### config.mk
export PLATFORM = sky130hd
export DESIGN_NAME = rrf_alloc_ctrl
export DESIGN_NICKNAME = d
export VERILOG_FILES = /design/src/rtl/rrf_alloc_ctrl.sv
export SDC_FILE = /design/constraint.sdc
export NUM_CORES = 1
export LEC_CHECK = 0
export ABC_AREA = 1
export ABC_CLOCK_PERIOD_IN_PS = 7500
export CORE_MARGIN = 4
export CORE_UTILIZATION = 54
export CTS_BUF_LIST = sky130_fd_sc_hd__clkbuf_8
export CTS_CLUSTER_DIAMETER = 150
export DETAILED_ROUTE_END_ITERATION = 7
export GPL_TIMING_DRIVEN = 0
export PLACE_DENSITY = 0.85
export SLEW_MARGIN = 20
export SYNTH_ARGS = -nofsm -noshare
export SYNTH_HDL_FRONTEND = slang
export SYNTH_SLANG_ARGS = --single-unit
### constraint.sdc
create_clock -name clk -period 7.5 [get_ports clk]
set_clock_uncertainty 0.1 [all_clocks]
set_input_delay 1.875 -clock clk [delete_from_list [all_inputs] [get_ports clk]]
set_output_delay 1.875 -clock clk [all_outputs]
set_load 0.02 [all_outputs]
### src/rtl/rrf_alloc_ctrl.sv
// rtl/rrf_alloc_ctrl.sv - ROB/RRF allocation controller: dispatch grants, commit returns, mispredict rollback
module rrf_alloc_ctrl #(
    parameter int RRF_NUM      = 64,
    parameter int RRF_SEL      = 6,
    parameter int RECOV_CYCLES = 2
) (
    input  logic               clk,
    input  logic               reset,
    input  logic [1:0]         req_num,
    input  logic [1:0]         comnum,
    input  logic [RRF_SEL-1:0] comptr,
    input  logic               prmiss,
    output logic               alloc_ok,
    output logic               dp1,
    output logic               dp2,
    output logic [RRF_SEL-1:0] dp1_addr,
    output logic [RRF_SEL-1:0] dp2_addr,
    output logic [RRF_SEL-1:0] dispatchptr,
    output logic [RRF_SEL:0]   rrf_freenum,
    output logic               stall_dp,
    output logic               ovf_err
);

    localparam int RCNT_W = (RECOV_CYCLES > 1) ? $clog2(RECOV_CYCLES) : 1;
    localparam logic [RRF_SEL:0]   FREE_MAX   = (RRF_SEL+1)'(RRF_NUM);
    localparam logic [RRF_SEL+1:0] FREE_MAX_W = (RRF_SEL+2)'(RRF_NUM);

    typedef enum logic {RUN, RECOVER} state_t;

    state_t             state, state_nxt;
    logic [RCNT_W-1:0]  rcnt, rcnt_nxt;
    logic [RRF_SEL-1:0] ptr_nxt;
    logic [RRF_SEL:0]   free_nxt;
    logic               ovf_nxt;
    logic [1:0]         n;
    logic [1:0]         alloc_cnt;
    logic [RRF_SEL+1:0] free_sum;

    // Grant is all-or-nothing and judged on the registered free count only
    assign n         = (req_num == 2'd3) ? 2'd2 : req_num;
    assign alloc_ok  = ~reset & (state == RUN) & ~prmiss
                       & (rrf_freenum >= {{(RRF_SEL-1){1'b0}}, n});
    assign dp1       = alloc_ok & (n != 2'd0);
    assign dp2       = alloc_ok & (n == 2'd2);
    assign stall_dp  = (n != 2'd0) & ~alloc_ok;
    assign dp1_addr  = dispatchptr;
    assign dp2_addr  = dispatchptr + RRF_SEL'(1);
    assign alloc_cnt = {1'b0, dp1} + {1'b0, dp2};

    // Two extra bits so that free + commit can be seen overshooting RRF_NUM
    assign free_sum  = {1'b0, rrf_freenum} - {RRF_SEL'(0), alloc_cnt}
                       + {RRF_SEL'(0), comnum};

    always_comb begin
        state_nxt = state;
        rcnt_nxt  = rcnt;
        ptr_nxt   = dispatchptr;
        free_nxt  = rrf_freenum;
        ovf_nxt   = ovf_err;
        if (prmiss) begin
            state_nxt = RECOVER;
            rcnt_nxt  = RCNT_W'(RECOV_CYCLES - 1);
            ptr_nxt   = comptr;
            free_nxt  = FREE_MAX;
        end else begin
            case (state)
                RUN: begin
                    ptr_nxt = dispatchptr + RRF_SEL'(alloc_cnt);
                    if (free_sum > FREE_MAX_W) begin
                        free_nxt = FREE_MAX;
                        ovf_nxt  = 1'b1;
                    end else begin
                        free_nxt = free_sum[RRF_SEL:0];
                    end
                end
                RECOVER: begin
                    if (rcnt == '0) state_nxt = RUN;
                    else            rcnt_nxt  = rcnt - RCNT_W'(1);
                end
                default: state_nxt = RUN;
            endcase
        end
    end

    always_ff @(posedge clk or posedge reset) begin
        if (reset) begin
            state       <= RUN;
            rcnt        <= '0;
            dispatchptr <= '0;
            rrf_freenum <= FREE_MAX;
            ovf_err     <= 1'b0;
        end else begin
            state       <= state_nxt;
            rcnt        <= rcnt_nxt;
            dispatchptr <= ptr_nxt;
            rrf_freenum <= free_nxt;
            ovf_err     <= ovf_nxt;
        end
    end

endmodule

==> metrics, run 1 <==
FP Rows 19; internal power 340 µW; Layout area overhead 32.7%; switching share of power 0.504; H-tree levels 1; crit-path max FO 3; die width 61.4 µm; post-synth top area share 0.244; Gate power share 0.703; Initial Utilization 0.564; share of layout cells above drive strength 1 0.0938; Max Cap Viol 0; crit share post-route 0.814; cell area after synthesis 0.00154 mm²; final hold vios 0; Core Area approximately 0.0027 mm²; GRT Overall Usage 0.198; Final setup viols 0; initial antenna violation count 0; WL per Instance 12.1 µm; Clock Sinks 16; DP Wirelength ~2900 µm; post-synthesis sequential area ratio 0.261; Layout fillers 210; sequential share of power 0.186; setup TNS 0 ns; post-route ant nets 0; Syn. warnings 0; Slew Limit Fails 0; Worst-path clk slew 0.06 ns; type of origin of the critical path primary input; CP endpoint kind output port; DRT iter0 DRCs 51; Post-CTS Setup Repair Bufs 0; Via Count between 1,000 and 1,500; clock latency on the worst-skew pair 0.25 ns; Clock power frac 0.111; async set-or-reset flop fraction in the synthesized netlist 1.00; CTS max path bufs 2; Final Total Pwr 686 µW; maximum vdd drop 0.333 mV; Crit Path Category primary input to output port; DRT Wirelength 3470 µm; Layout Nets roughly 290; CTS Hold Bufs 0; Ports 43; I/O Buffers 41; Slew Limit Headroom 0.589; Die Area 0.00377 mm²; n_diodes 0; PwrDens between 300 and 400 mW/mm²; FF+latch count, synth 16; largest net degree at the start of global routing 18; Residual DRC 0; Main synth FF type dfrtp_1; syn_nets between 200 and 250; Hold Crit Class flop to flop; sequential cell area 402 µm²; most common cell in the netlist nand2_1; slew of the pin with the lowest slew margin 0.615 ns; multi-input logic area a little over 900 µm²; cell count after synthesis approximately 210; drt via density slightly above 5; outcome complete, no violations; TritonCTS clock tree built; total CTS buffers 3; maximum clock frequency approximately 160 MHz; number of flops mapped to enable cells by yosys 0; CTS Root Cell clkbuf_8; Die Y 61.4 µm; CTS resizes 0; Post-Syn Area per Cell between 7 and 8 µm²; worst endpoint data arrival time approximately 4.1 ns; Leak Pwr between 1 and 1.5 nW; GPL Wtd Cong a little over 0.8; net load switching power 346 µW; vias in the first global route 1,357; RSZ-0062 raised after global routing no; synth cell count leaders nand2_1, inv_1, nand3_1; total grt overflow 0; required time of the critical path 5.53 ns; fin crit period 6.11 ns; top cell type by total area after synthesis dfrtp_1; Yosys cell types 24; first-pass GRT wire length 5710 µm; Detailed Routing Iterations Pass 1 4; Synth area leaders dfrtp_1, ha_1, nand2_1, inv_1, nand3_1
## worst paths after layout
check | from | end | slack (ns) | depth (start not counted)
min reg2reg | ovf_err | ovf_err | 0.37 | 2
max | req_num[1] | dp2 | 1.39 | 12
max in group asynchronous | reset | dispatchptr[4] | 5.01 | 2
min | ovf_err | ovf_err | 0.37 | 2
min in group asynchronous | reset | state | 1.90 | 2
max reg2reg | rrf_freenum[1] | ovf_err | 3.67 | 24
## cells in the final DEF (no fill, tap or decap)
| cell | n |
|---|---|
| nand2_1 | 50 |
| nand3_1 | 21 |
| a21o_1 | 1 |
| a22oi_1 | 1 |
| inv_2 | 1 |
| o21ai_0 | 3 |
| nand3b_1 | 1 |
| clkdlybuf4s50_1 | 41 |
| nand2_4 | 2 |
| xor2_1 | 8 |
| o221ai_1 | 4 |
| dfrtp_1 | 15 |
| a21oi_2 | 2 |
| nor2_1 | 16 |
| dfstp_2 | 1 |
| o211ai_1 | 3 |
| ha_1 | 20 |
| nand2_2 | 2 |
| nor3_1 | 2 |
| a21oi_1 | 4 |
| inv_1 | 39 |
| clkbuf_8 | 4 |
| buf_2 | 3 |
| buf_4 | 6 |
| nor2_2 | 3 |
| fa_1 | 3 |
## state kept, by name, summed over array words and instances, names as in the netlist
signal       flops
rrf_freenum      7
dispatchptr      6
ovf_err          1
rcnt             1
state            1
## routing by layer
| metal | vias to the layer above | part of all wire | GRT usage | wire [µm] |
|---|---|---|---|---|
| met5 | - | 0 | 0 | 0 |
| met4 | 0 | 0.0037 | 0.0121 | 13 |
| met3 | 2 | 0.061 | 0.0252 | 212 |
| met2 | 47 | 0.48 | 0.349 | 1660 |
| met1 | 648 | 0.46 | 0.274 | 1580 |
| li1 | 746 | - | - | - |
## critical path, cell delays in order
cell	delay [ns]
clkdlybuf4s50_1	0.50
inv_1	0.07
ha_1	0.29
inv_1	0.04
o21ai_0	0.15
nand2_1	0.07
nand2_1	0.05
nand2_1	0.04
o211ai_1	0.07
nand3_1	0.16
nor2_1	0.19
clkdlybuf4s50_1	0.63
## final cells by class
type                    instances  share of cell area
repair buffers                 41               0.201
multi-input cells             146               0.454
plain buffers                   9              0.0294
well taps                      31              0.0190
clock buffers                   4              0.0269
flip-flops and latches         16               0.196
inverters                      40              0.0734
## cells by family after synthesis
family / Yosys count / synth area share
simple gates: 97 / 0.275
buf+inv: 49 / 0.136
fa+ha+maj: 23 / 0.201
compound gates: 18 / 0.0812
flops: 16 / 0.261
xor+xnor: 8 / 0.0455
## power groups by stage
stage / Clock (mW) / Combinational [mW] / Sequential [mW]
2_1_floorplan: 0 / 0.330 / 0.146
3_3_place_gp: 0 / 0.467 / 0.129
3_5_place_dp: 0 / 0.481 / 0.130
4_1_cts: 0.0768 / 0.484 / 0.128
5_1_grt: 0.0810 / 0.547 / 0.131
6_report: 0.0762 / 0.482 / 0.128
## through the flow
step / instances / cell area, µm² / hold WS [ns] / setup WS (ns) / utilization
after floorplan: 211 / 1540 / 0.378 / 2.34 / -
after global placement: 283 / 1990 / 0.349 / 1.40 / 0.728
after detailed placement: 283 / 1990 / 0.357 / 1.40 / 0.728
after CTS: 287 / 2050 / 0.371 / 1.39 / 0.748
after global routing: 287 / 2050 / 0.398 / 1.22 / 0.748
final: 287 / 2050 / 0.367 / 1.39 / 0.748
Power figures use the tool's default switching activity.
==> inputs of run 2 (changes only) <==
--- a/config.mk
+++ b/config.mk
@@ -6,14 +6,14 @@
 export NUM_CORES = 1
 export LEC_CHECK = 0
 export ABC_AREA = 1
-export ABC_CLOCK_PERIOD_IN_PS = 7500
+export ABC_CLOCK_PERIOD_IN_PS = 5820
 export CORE_MARGIN = 4
-export CORE_UTILIZATION = 54
+export CORE_UTILIZATION = 50
 export CTS_BUF_LIST = sky130_fd_sc_hd__clkbuf_8
 export CTS_CLUSTER_DIAMETER = 150
 export DETAILED_ROUTE_END_ITERATION = 7
 export GPL_TIMING_DRIVEN = 0
-export PLACE_DENSITY = 0.85
+export PLACE_DENSITY = 0.79
 export SLEW_MARGIN = 20
 export SYNTH_ARGS = -nofsm -noshare
 export SYNTH_HDL_FRONTEND = slang
==> constraint.sdc (replaced) <==
create_clock -name clk -period 5.82 [get_ports clk]
set_clock_uncertainty 0.1 [all_clocks]
set_input_delay 1.455 -clock clk [delete_from_list [all_inputs] [get_ports clk]]
set_output_delay 1.455 -clock clk [all_outputs]
set_load 0.02 [all_outputs]
==> run 2 against run 1 <==
Effect of this change: worst hold slack gained 0.015 ns; count of clock-buffer cells in the layout unchanged; first-iteration DRC count up 25%; cell count stayed put; utilization fell by 3.1 points; routed wire length rose by 4.6%; cell area unchanged; power increased by 29%; critical endpoint is now dp1.
==> metrics, run 2 (same netlist as run 1, synthesis figures left out) <==
CP endpoint kind output port; Final setup viols 0 (unchanged); Detailed Routing Iterations Pass 1 5 (+1); maximum vdd drop 0.380 mV (+14%); Layout area overhead 32.7% (unchanged); Largest Register rrf_freenum; Hold EP ovf_err; Hold Path Origin ovf_err; share of layout cells above drive strength 1 0.0938 (unchanged); Post-CTS Setup Repair Bufs 0 (unchanged); n_diodes 0 (unchanged); maximum clock frequency about 190 MHz; fin crit period 5.27 ns; hold depth 2 (unchanged); slew of the pin with the lowest slew margin 0.635 ns (+0.0197 ns); DRT iter0 DRCs 64 (+25%); CTS resizes 0 (unchanged); Crit Path Category primary input to output port; WL per Instance 12.6 µm (+4.6%); largest net degree at the start of global routing 18 (unchanged); Initial Utilization 0.540 (-0.0235); most frequent cells in the layout nand2_1, clkdlybuf4s50_1, inv_1; TritonCTS clock tree built; commonest non-fill, non-tap cell in the layout nand2_1; drt via density 5.18 (+3.1%); Via Count 1,488 (+3.1%); DRT Wirelength 3630 µm (+4.6%); final core occ 0.717 (-0.0312); Worst-path clk slew 0.06 ns (about the same); Die Area 0.00404 mm² (+6.9%); Slew Limit Headroom 0.576 (-0.0132); CTS Root Cell clkbuf_8; setup TNS 0 ns (unchanged); CP max stage delay 0.63 ns (about the same); setup ws final 0.546 ns (-0.845 ns); top flop regs rrf_freenum (7), dispatchptr (6); crit-path max FO 3 (unchanged); critical-path cell list clkdlybuf4s50_1, inv_1, ha_1, inv_1, o21ai_0, nand2_1, nand2_1, nand2_1, o211ai_1, nand3_1, nor2_1, clkdlybuf4s50_1; outcome complete, no violations; reg-to-reg endpoint ovf_err; Residual DRC 0 (unchanged); hold slack 0.382 ns (+0.0147 ns); required time of the critical path 4.26 ns (-1.27 ns); worst-case reg-to-reg path depth 24 (unchanged); PwrDens 432 mW/mm² (+29%); Layout Nets 293 (unchanged); H-tree levels 1 (unchanged); Crit-path slowest cell clkdlybuf4s50_1; Layout fillers 258 (+23%); Die Y 63.5 µm (+3.4%); DP Wirelength 2950 µm (+1.8%); Leak Pwr 1.05 nW (unchanged); first-pass GRT wire length 6270 µm (+9.8%); type of origin of the critical path primary input; clock latency on the worst-skew pair 0.25 ns (about the same); CTS Hold Bufs 0 (unchanged); CTS max path bufs 2 (unchanged); Register-to-Register Setup Slack 2.05 ns (-1.62 ns); GPL Wtd Cong 0.792 (-4.7%); DP Area 0.00199 mm² (unchanged); pre-CTS WS 0.429 ns (-0.972 ns); Ports 43 (unchanged); total CTS buffers 3 (unchanged); total grt overflow 0 (unchanged); initial antenna violation count 0 (unchanged); FP Rows 19 (unchanged); Hold Crit Class flop to flop; post-route ant nets 0 (unchanged); max reg flops 7 (unchanged); vias in the first global route 1,396 (+2.9%); die width 63.5 µm (+3.4%); Core Area 0.00285 mm² (+4.3%); worst endpoint data arrival time 3.72 ns (-0.41 ns); Slew Limit Fails 0 (unchanged); I/O Buffers 41 (unchanged); GRT Overall Usage 0.193 (-0.00504); RSZ-0062 raised after global routing no; CP most frequent cell nand2_1; final hold vios 0 (unchanged); post-route cell area 0.00205 mm² (unchanged); Clock Sinks 16 (unchanged); crit share post-route 0.906; RR Startpoint rrf_freenum[1]; Max Cap Viol 0 (unchanged)
run 2: cell counts in the layout (fill, tap and decap cells not counted):
Identical to the previous run, type by type.
run 2: power by group:
group,internal (mW),switching [mW]
combinational,0.241,0.378
sequential,0.137,0.0292
clock,0.0601,0.0386
run 2: area by class of cell:
class	count	area [µm²]	area share
well taps	31	38.8	0.0190
flip-flops and latches	16	402	0.196
repair buffers	41	410	0.201
clock buffers	4	55.1	0.0269
inverters	40	150	0.0734
plain buffers	9	60.1	0.0294
multi-input cells	146	930	0.454
run 2: worst max-delay path by stage:
| stage | cells past startpoint | end | startpoint |
|---|---|---|---|
| finish | 12 | dp1 | req_num[1] |
| global route | 12 | dp2 | req_num[1] |
| CTS | 12 | dp1 | req_num[1] |
| detailed placement | 26 | ovf_err | req_num[1] |
| global placement | 23 | ovf_err | req_num[1] |
| floorplan | 25 | ovf_err | req_num[1] |
run 2: worst max-delay path, delay by kind of cell:
| family | cells | cell delay, ns |
|---|---|---|
| buffers and inverters | 4 | 1.25 |
| AND/OR/NAND/NOR | 5 | 0.52 |
| AO/OA/AOI/OAI | 2 | 0.22 |
| adder cells (fa/ha/maj) | 1 | 0.29 |
run 2: per-stage QoR:
stage	cells	power (mW)
2_1_floorplan	211	0.613
3_3_place_gp	283	0.772
3_5_place_dp	283	0.784
4_1_cts	287	0.887
5_1_grt	287	0.975
6_report	287	0.884
run 2: routing by layer:
metal	vias up	track usage	routed length (µm)
li1	751	-	-
met1	678	0.252	1710
met2	52	0.319	1640
met3	7	0.0462	231
met4	0	0.0485	44
met5	-	0	0
==> inputs of run 3 (changes only) <==
--- a/config.mk
+++ b/config.mk
@@ -13,7 +13,7 @@
 export CTS_CLUSTER_DIAMETER = 150
 export DETAILED_ROUTE_END_ITERATION = 7
 export GPL_TIMING_DRIVEN = 0
-export PLACE_DENSITY = 0.79
+export PLACE_DENSITY = 0.8
 export SLEW_MARGIN = 20
 export SYNTH_ARGS = -nofsm -noshare
 export SYNTH_HDL_FRONTEND = slang
==> run 3 against run 2 <==
Effect of this change: global-route usage grew 0.42 points; sequential share of layout area is the same; count of clock-buffer cells in the layout is the same; first-iteration DRC count shrank 16%; clock power is essentially flat; non-clock buffer count is the same; cell area is the same; combinational power grew 1%; critical path depth is the same; routed wire length grew 0.77%; worst hold slack lost 0.021 ns.
==> metrics, run 3 (same netlist as run 1, synthesis figures left out) <==
outcome complete, no violations; Initial Utilization 0.540 (unchanged); PwrDens 436 mW/mm² (+0.87%); type of origin of the critical path primary input; crit-path max FO 3 (unchanged); Leak Pwr 1.05 nW (unchanged); Max Cap Viol 0 (unchanged); max reg flops 7 (unchanged); DRT iter0 DRCs 54 (-16%); WL per Instance 12.7 µm (+0.77%); required time of the critical path 4.26 ns (about the same); GRT Overall Usage 0.197 (+0.00424); post-route cell area 0.00205 mm² (unchanged); final hold vios 0 (unchanged); GPL Wtd Cong 0.784 (-0.96%); crit share post-route 0.912 (+0.00551); Detailed Routing Iterations Pass 1 5 (unchanged); setup TNS 0 ns (unchanged); largest net degree at the start of global routing 18 (unchanged); final core occ 0.717 (unchanged); CTS resizes 0 (unchanged); FP Rows 19 (unchanged); die width 63.5 µm (unchanged); CTS Root Cell clkbuf_8; share of layout cells above drive strength 1 0.0938 (unchanged); Post-CTS Setup Repair Bufs 0 (unchanged); most frequent cells in the layout nand2_1, clkdlybuf4s50_1, inv_1; routing usage on met2 0.330 (+0.0104); n_diodes 0 (unchanged); vias in the first global route 1,471 (+5.4%); first-pass GRT wire length 6510 µm (+4.0%); maximum clock frequency 188 MHz (-0.60%); critical-path cell list clkdlybuf4s50_1, inv_1, ha_1, inv_1, o21ai_0, nand2_1, nand2_1, nand2_1, o211ai_1, nand3_1, nor2_1, clkdlybuf4s50_1; Worst-path clk slew 0.06 ns (about the same); total CTS buffers 3 (unchanged); total grt overflow 0 (unchanged); Layout area overhead 32.7% (unchanged); maximum vdd drop 0.276 mV (-27%); CP max stage delay 0.63 ns (about the same); placed cell count 283 (unchanged); top flop regs rrf_freenum (7), dispatchptr (6); Slew Limit Fails 0 (unchanged); Via Count 1,467 (-1.4%); fin crit period 5.31 ns (+0.0320 ns); CP endpoint kind output port; commonest non-fill, non-tap cell in the layout nand2_1; Ports 43 (unchanged); Crit Path Category primary input to output port; CTS Hold Bufs 0 (unchanged); CP most frequent cell nand2_1; post-route ant nets 0 (unchanged); Core Area 0.00285 mm² (unchanged); Final Total Pwr 892 µW (+0.87%); DP Wirelength 2990 µm (+1.3%); Die Area 0.00404 mm² (unchanged); met1 GRT Util 0.254 (+0.00165); slew of the pin with the lowest slew margin 0.649 ns (+0.0139 ns); Slew Limit Headroom 0.567 (-0.00929); initial antenna violation count 0 (unchanged); DP Area 0.00199 mm² (unchanged); CTS max path bufs 2 (unchanged); Largest Register rrf_freenum; drt via density 5.11 (-1.4%); M3 GR Usage 0.0515 (+0.00533); Residual DRC 0 (unchanged); GR peak layer met2; clock latency on the worst-skew pair 0.25 ns (about the same); TritonCTS clock tree built; Die Y 63.5 µm (unchanged); I/O Buffers 41 (unchanged); Crit-path slowest cell clkdlybuf4s50_1; Final setup viols 0 (unchanged); worst endpoint data arrival time 3.75 ns (+0.03 ns); Layout Nets 293 (unchanged); DRT Wirelength 3660 µm (+0.77%); Layout Cells excl Fill 287 (unchanged); RSZ-0062 raised after global routing no; Hold Crit Class flop to flop; H-tree levels 1 (unchanged); Clock Sinks 16 (unchanged)
[run 3: cell counts in the layout (fill, tap and decap cells not counted)]
Identical to the previous run, type by type.
[run 3: final timing paths]
check                               start             end  slack, ns  cells after the start
max                            req_num[1]             dp1       0.51                     12
min                               ovf_err         ovf_err       0.36                      2
max reg2reg                rrf_freenum[1]         ovf_err       2.03                     24
min reg2reg                       ovf_err         ovf_err       0.36                      2
max in group asynchronous           reset  dispatchptr[2]       3.72                      2
min in group asynchronous           reset  rrf_freenum[5]       1.49                      2
[run 3: metal layers]
layer	vias to the layer above	part of all wire
li1	747	-
met1	671	0.46
met5	-	0
met2	45	0.47
met4	0	0.0077
met3	4	0.055
[run 3: area by class of cell]
type                            count  area (µm²)
Timing Repair Buffer               41         410
Fill cell                         237         807
Tap cell                           31        38.8
Clock buffer                        4        55.1
Multi-Input combinational cell    146         930
Buffer                              9        60.1
Sequential cell                    16         402
Inverter                           40         150
[run 3: metrics by stage]
step           hold WS (ns)  worst slack (ns)
2_1_floorplan         0.378              1.08
3_3_place_gp          0.347             0.470
3_5_place_dp          0.352             0.452
4_1_cts               0.368             0.537
5_1_grt               0.391             0.393
6_report              0.360             0.514
[run 3: where the power goes]
part           switching, mW  internal (mW)  total [mW]
clock                 0.0399         0.0601       0.100
combinational          0.384          0.242       0.626
sequential            0.0294          0.137       0.166
total                  0.453          0.439       0.892
[run 3: worst max-delay path: cells and delay by family]
family / cells / cell delay (ns)
buffers and inverters: 4 / 1.24
adders and majority gates: 1 / 0.29
and+or+nand+nor: 5 / 0.54
AOI/OAI and AO/OA: 2 / 0.22
